**src/rtl/demap_pkg.sv**
```systemverilog
// Shared types and constants for the demapper frame controller and its bit packer.
package demap_pkg;

   typedef enum logic [1:0] {IDLE, RUN, FLUSH} state_t;

   localparam int BPS_MIN = 2;
   localparam int BPS_MAX = 5;
   localparam int ACC_W   = 16;
   localparam int BYTE_W  = 8;
   localparam int CNT_W   = 5;

   function automatic logic bps_legal(input logic [2:0] bps);
      return (bps >= 3'(BPS_MIN)) && (bps <= 3'(BPS_MAX));
   endfunction

endpackage

```
**src/rtl/demap_bit_packer.sv**
```systemverilog
// Left-aligned bit accumulator that packs variable-width demapper results MSB-first
// into bytes, zero-pads the frame tail and owns the byte output register.
module demap_bit_packer
   import demap_pkg::*;
(
   input  logic             clk,
   input  logic             rst,
   input  logic [2:0]       bps,
   input  logic             append,
   input  logic [4:0]       append_bits,
   input  logic             final_phase,
   input  logic             out_ready,
   output logic             out_valid,
   output logic [7:0]       out_byte,
   output logic             out_last,
   output logic [CNT_W-1:0] acc_cnt
);

   logic [ACC_W-1:0]  acc_q, acc_d;
   logic [CNT_W-1:0]  acc_cnt_q, acc_cnt_d;
   logic              out_valid_q, out_valid_d;
   logic [BYTE_W-1:0] out_byte_q, out_byte_d;
   logic              out_last_q, out_last_d;

   logic              out_free, drain, pad, load;
   logic [ACC_W-1:0]  base_acc, ext;
   logic [CNT_W-1:0]  base_cnt, shamt;
   logic [4:0]        masked;

   always_comb begin
      out_free = !out_valid_q || out_ready;
      drain    = out_free && (acc_cnt_q >= 5'(BYTE_W));
      pad      = out_free && final_phase && (acc_cnt_q != '0) && (acc_cnt_q < 5'(BYTE_W));
      load     = drain || pad;

      // Drain happens before the append so both can share one cycle.
      base_acc = load ? (acc_q << BYTE_W) : acc_q;
      base_cnt = drain ? (acc_cnt_q - 5'(BYTE_W)) : (pad ? '0 : acc_cnt_q);

      masked   = append_bits & ((5'd1 << bps) - 5'd1);
      shamt    = 5'(ACC_W) - {2'b00, bps} - base_cnt;
      ext      = {{(ACC_W-5){1'b0}}, masked} << shamt;

      acc_d     = append ? (base_acc | ext) : base_acc;
      acc_cnt_d = base_cnt + (append ? {2'b00, bps} : '0);

      out_valid_d = out_valid_q;
      out_byte_d  = out_byte_q;
      out_last_d  = out_last_q;
      if (load) begin
         out_valid_d = 1'b1;
         out_byte_d  = acc_q[ACC_W-1 -: BYTE_W];
         out_last_d  = final_phase && (base_cnt == '0);
      end else if (out_ready) begin
         out_valid_d = 1'b0;
         out_last_d  = 1'b0;
      end
   end

   always_ff @(posedge clk) begin
      if (rst) begin
         acc_q       <= '0;
         acc_cnt_q   <= '0;
         out_valid_q <= 1'b0;
         out_byte_q  <= '0;
         out_last_q  <= 1'b0;
      end else begin
         acc_q       <= acc_d;
         acc_cnt_q   <= acc_cnt_d;
         out_valid_q <= out_valid_d;
         out_byte_q  <= out_byte_d;
         out_last_q  <= out_last_d;
      end
   end

   assign out_valid = out_valid_q;
   assign out_byte  = out_byte_q;
   assign out_last  = out_last_q;
   assign acc_cnt   = acc_cnt_q;

endmodule

```
**src/rtl/demap_frame_ctrl.sv**
```systemverilog
// Frame controller: latches per-frame config, issues symbols to the demapper under
// accumulator back-pressure and hands the returned bits to the byte packer.
module demap_frame_ctrl
   import demap_pkg::*;
#(
   parameter int NSYM_W = 16
) (
   input  logic              clk,
   input  logic              rst,
   input  logic              cfg_valid,
   output logic              cfg_ready,
   input  logic [2:0]        cfg_bps,
   input  logic [3:0]        cfg_rate,
   input  logic [NSYM_W-1:0] cfg_nsym,
   input  logic              sym_valid,
   output logic              sym_ready,
   input  logic [15:0]       sym_real,
   input  logic [15:0]       sym_imag,
   output logic              dm_enable,
   output logic [15:0]       dm_real,
   output logic [15:0]       dm_imag,
   output logic [3:0]        dm_rate,
   input  logic [4:0]        dm_bits,
   output logic              out_valid,
   input  logic              out_ready,
   output logic [7:0]        out_byte,
   output logic              out_last,
   output logic              busy,
   output logic              err_cfg
);

   state_t            state_q, state_d;
   logic [2:0]        bps_q, bps_d;
   logic [3:0]        rate_q, rate_d;
   logic [NSYM_W-1:0] issue_cnt_q, issue_cnt_d;
   logic              inflight_q, inflight_d;
   logic              err_cfg_q, err_cfg_d;

   logic [CNT_W-1:0]  acc_cnt;
   logic [6:0]        need_cnt;
   logic              accept, final_phase;

   // Space check counts the pending result as already stored, ignoring any same-cycle drain.
   always_comb begin
      need_cnt = 7'(acc_cnt) + (inflight_q ? 7'(bps_q) : 7'd0) + 7'(bps_q);

      state_d     = state_q;
      bps_d       = bps_q;
      rate_d      = rate_q;
      issue_cnt_d = issue_cnt_q;
      inflight_d  = 1'b0;
      err_cfg_d   = 1'b0;
      cfg_ready   = 1'b0;
      sym_ready   = 1'b0;
      accept      = 1'b0;

      case (state_q)
         IDLE: begin
            cfg_ready = !rst;
            if (cfg_valid) begin
               bps_d  = cfg_bps;
               rate_d = cfg_rate;
               if (!bps_legal(cfg_bps) || (cfg_nsym == '0)) begin
                  err_cfg_d = 1'b1;
               end else begin
                  issue_cnt_d = cfg_nsym;
                  state_d     = RUN;
               end
            end
         end
         RUN: begin
            sym_ready  = (issue_cnt_q != '0) && (need_cnt <= 7'(ACC_W));
            accept     = sym_valid && sym_ready;
            inflight_d = accept;
            if (accept) begin
               issue_cnt_d = issue_cnt_q - 1'b1;
            end
            if ((issue_cnt_q == '0) && !inflight_q) begin
               state_d = FLUSH;
            end
         end
         FLUSH: begin
            if (out_valid && out_ready && out_last) begin
               state_d = IDLE;
            end
         end
         default: state_d = IDLE;
      endcase
   end

   always_ff @(posedge clk) begin
      if (rst) begin
         state_q     <= IDLE;
         bps_q       <= '0;
         rate_q      <= '0;
         issue_cnt_q <= '0;
         inflight_q  <= 1'b0;
         err_cfg_q   <= 1'b0;
      end else begin
         state_q     <= state_d;
         bps_q       <= bps_d;
         rate_q      <= rate_d;
         issue_cnt_q <= issue_cnt_d;
         inflight_q  <= inflight_d;
         err_cfg_q   <= err_cfg_d;
      end
   end

   // No more bits will arrive once every symbol is issued and its result collected.
   assign final_phase = (state_q == FLUSH) ||
                        ((state_q == RUN) && (issue_cnt_q == '0) && !inflight_q);

   demap_bit_packer u_packer (
      .clk         (clk),
      .rst         (rst),
      .bps         (bps_q),
      .append      (inflight_q),
      .append_bits (dm_bits),
      .final_phase (final_phase),
      .out_ready   (out_ready),
      .out_valid   (out_valid),
      .out_byte    (out_byte),
      .out_last    (out_last),
      .acc_cnt     (acc_cnt)
   );

   assign dm_enable = accept;
   assign dm_real   = sym_real;
   assign dm_imag   = sym_imag;
   assign dm_rate   = rate_q;
   assign busy      = (state_q != IDLE);
   assign err_cfg   = err_cfg_q;

endmodule
```
**config.mk**
```make
export PLATFORM = sky130hd
export DESIGN_NAME = demap_frame_ctrl
export DESIGN_NICKNAME = d
export VERILOG_FILES = /design/src/rtl/demap_pkg.sv /design/src/rtl/demap_bit_packer.sv /design/src/rtl/demap_frame_ctrl.sv
export SDC_FILE = /design/constraint.sdc
export NUM_CORES = 1
export LEC_CHECK = 0
export CAP_MARGIN = 10
export CORE_MARGIN = 2
export CORE_UTILIZATION = 40
export DETAILED_ROUTE_END_ITERATION = 8
export GPL_TIMING_DRIVEN = 0
export PLACE_DENSITY = 0.71
export SYNTH_ARGS = -nofsm -noshare
export SYNTH_HDL_FRONTEND = slang
export SYNTH_SLANG_ARGS = --single-unit
```
**constraint.sdc**
```tcl
create_clock -name clk -period 10.14 [get_ports clk]
set_input_delay 2.028 -clock clk [delete_from_list [all_inputs] [get_ports clk]]
set_output_delay 2.028 -clock clk [all_outputs]
set_load 0.01 [all_outputs]
```
==> qor.csv <==
stage,metric,value,unit
synthesis,number of distinct library cells after synthesis,64,
clock_tree,"Reg clk slew, reported paths",0.08,ns
floorplanning,die height,104,µm
sta,fmax,0.165,GHz
floorplanning,Core ar.,0.00973,mm²
sta,Tcrit/Tclk final,0.598,
sta,final hold viol count,0,
power_and_ir_drop,leak pwr,2.02,nW
placement,pre-CTS setup slack,4.08,ns
final_layout,Fillers,952,
global_routing,first-pass GRT wire length,18000,µm
floorplanning,Top Ports,116,
final_layout,Final #Nets,679,
sta,Setup Skew,0.0174,ns
placement,RD Place Congestion,0.922,
global_routing,gr usage total,0.200,
routing,wire per inst,15.1,µm
worst_hold_path,Hold Path Cell Cnt,2,
final_layout,"most common cell after layout, fill and taps aside",clkdlybuf4s50_1,
routing,Vias per Instance,5.54,
routing,total detailed-routing wirelength,11000,µm
clock_tree,clock sinks,58,
global_routing,largest net degree at the start of global routing,13,
final_layout,post-route cell area,0.00523,mm²
routing,via count,4042,
critical_path,CP Launch Type,input pin,
sta,Final Slew Violations,0,
sta,RSZ-0062 raised after global routing,no,
critical_path,critical path type,input pin to primary output,
floorplanning,num rows,36,
critical_path,arrival time worst endpoint,4.04,ns
critical_path,reg2reg setup slack,5.40,ns
critical_path,FF-to-FF path depth,15,
placement,DP Wirelength,8470,µm
sta,Slew @ Worst Pin,0.755,ns
clock_tree,Max Root-Sink Buffers,2,
synthesis,post-synthesis cell area,0.00400,mm²
final_layout,Finished Layout Cells,730,
global_routing,gr ovfl total,0,
clock_tree,CTS H-tree depth,3,
clock_tree,CTS buffer count,9,
synthesis,sequential area share after synthesis,0.290,
sta,Rel. slew slack,0.496,
global_routing,initial antenna violation count,0,
worst_hold_path,hold path start,u_packer.acc_q[10],
power_and_ir_drop,power density over cell area,190,mW/mm²
critical_path,CP endpoint kind,primary output,
clock_tree,"Setup Fix Bufs, Post-CTS",0,
clock_tree,CTS tree,yes,
final_layout,footprint of the multi-input gates,0.00244,mm²
clock_tree,"Gates resized, CTS repair",0,
routing,number of remaining DRC errors,0,
synthesis,syn_nets,586,
final_layout,sequential cell area,0.00116,mm²
synthesis,number of synthesized flops with an enable pin,0,
clock_tree,Skew-Pair Late Insertion Delay,0.35,ns
final_layout,Area Growth Syn to Fin,30.9,%
synthesis,ys flop type,dfxtp_1,
sta,setup TNS,0,ns
power_and_ir_drop,VDD IR max,0.102,mV
critical_path,r2r startpoint,issue_cnt_q[10],
routing,Starting DRT DRC Count,186,
floorplanning,Starting Density,0.411,
sta,"Worst Setup Slack, final",4.07,ns
placement,Placed Instances,714,
final_layout,most frequent cells in the layout,"82 x clkdlybuf4s50_1, 69 x nand2_1, 58 x dfxtp_1, 37 x a21oi_1, 33 x nor2_1",
job,Max-Cap Viols,0,
critical_path,worst r2r dst,u_packer.acc_q[10],
synthesis,asr flop ratio synth,0,
global_routing,number of global-route vias before repair,3855,
critical_path,Critical Path RT,8.11,ns
clock_tree,CTS Root Cell,clkbuf_8,
routing,Routed Antenna Nets,0,
worst_hold_path,Hold Crit Endpoint,u_packer.out_byte[2],
synthesis,Mapped Cells,499,
final_layout,Antenna Cells,0,
worst_hold_path,Hold Crit Class,flop to flop,
sta,hold_ws,0.437,ns
placement,Area after DPL,0.00498,mm²
synthesis,Yosys warning count,0,
floorplanning,die area,0.0108,mm²
synthesis,#FFs+latches synth,58,
routing,drt first pass iters,5,
status,status,completed,
critical_path,crit-path max FO,10,
clock_tree,hold_buf cts,0,
synthesis,"Avg Cell Area, Syn",8.01,µm²
floorplanning,Die Wd,104,µm
sta,clock period minus worst slack,6.07,ns
final_layout,share of cells above drive strength 1,0.109,
placement,port buffer count,82,
sta,Final setup violation count,0,
## Yosys cell counts (all sizes together), types with 9 or more instances
master,n,area share
and2,12,0.019
dfxtp,58,0.29
buf,38,0.069
o31ai,9,0.017
mux2i,22,0.055
nor3,12,0.016
clkbuf,17,0.016
o21ai,22,0.029
nor2,33,0.031
nand2,69,0.065
a21oi,37,0.046
inv,15,0.014
nor2b,12,0.019
ha,19,0.059
nand3,9,0.011
## how the worst max path moves through the flow
stage	from	endpoint	slack [ns]	cells past startpoint
floorplan	rst	cfg_ready	5.14	4
global placement	rst	cfg_ready	4.07	5
detailed placement	rst	cfg_ready	4.08	5
CTS	rst	cfg_ready	4.07	5
global route	rst	cfg_ready	3.91	5
finish	rst	cfg_ready	4.07	5
## stage by stage
| stage | util | total power, W |
|---|---|---|
| finish | 0.538 | 0.000993 |
| global route | 0.538 | 0.00105 |
| CTS | 0.538 | 0.000992 |
| detailed placement | 0.512 | 0.000721 |
| global placement | 0.512 | 0.000712 |
| floorplan | - | 0.000601 |
## report_power, final
group	leakage [nW]	switching [W]	internal [W]
sequential	0.472	0.0000222	0.000246
clock	0.124	0.000103	0.000165
combinational	1.43	0.000270	0.000187
## critical path, stage by stage
cell	delay (ns)
clkbuf_1	0.37
clkbuf_1	0.52
clkbuf_1	0.51
nor2_1	0.11
clkdlybuf4s50_1	0.50
## routing by layer
layer	wire length, µm	vias to the layer above	track usage
met5	0	-	0
met4	206	0	0.0705
met3	686	18	0.0464
met2	5640	146	0.370
met1	4520	1914	0.222
li1	-	1964	-
## final cells by class
class,instances,share of cell area
plain buffers,55,0.0648
flip-flops and latches,58,0.222
repair buffers,82,0.157
clock buffers,9,0.0237
well taps,133,0.0318
inverters,15,0.0108
clock inverters,7,0.0239
multi-input cells,371,0.466
## kinds of logic (layout without fill, tap and decap cells)
group	Yosys count	count (layout)	share of synthesized area
xor gates and xnor gates	8	8	0.0175
DFF	58	58	0.290
AOI/OAI and AO/OA	124	124	0.214
and+or+nand+nor	194	194	0.247
adders and majority gates	22	22	0.0745
buffers and inverters	70	168	0.0989
muxes	23	23	0.0579
## registers in the layout (all words and copies together) (netlist names)
name and cells:
issue_cnt_q 16, u_packer.acc_q 16, u_packer.out_byte 8, u_packer.acc_cnt 5
dm_rate 4, bps_q 3, state_q 2, err_cfg 1
inflight_q 1, u_packer.out_last 1, u_packer.out_valid 1
Note: power is estimated with default switching activity, not from simulation.
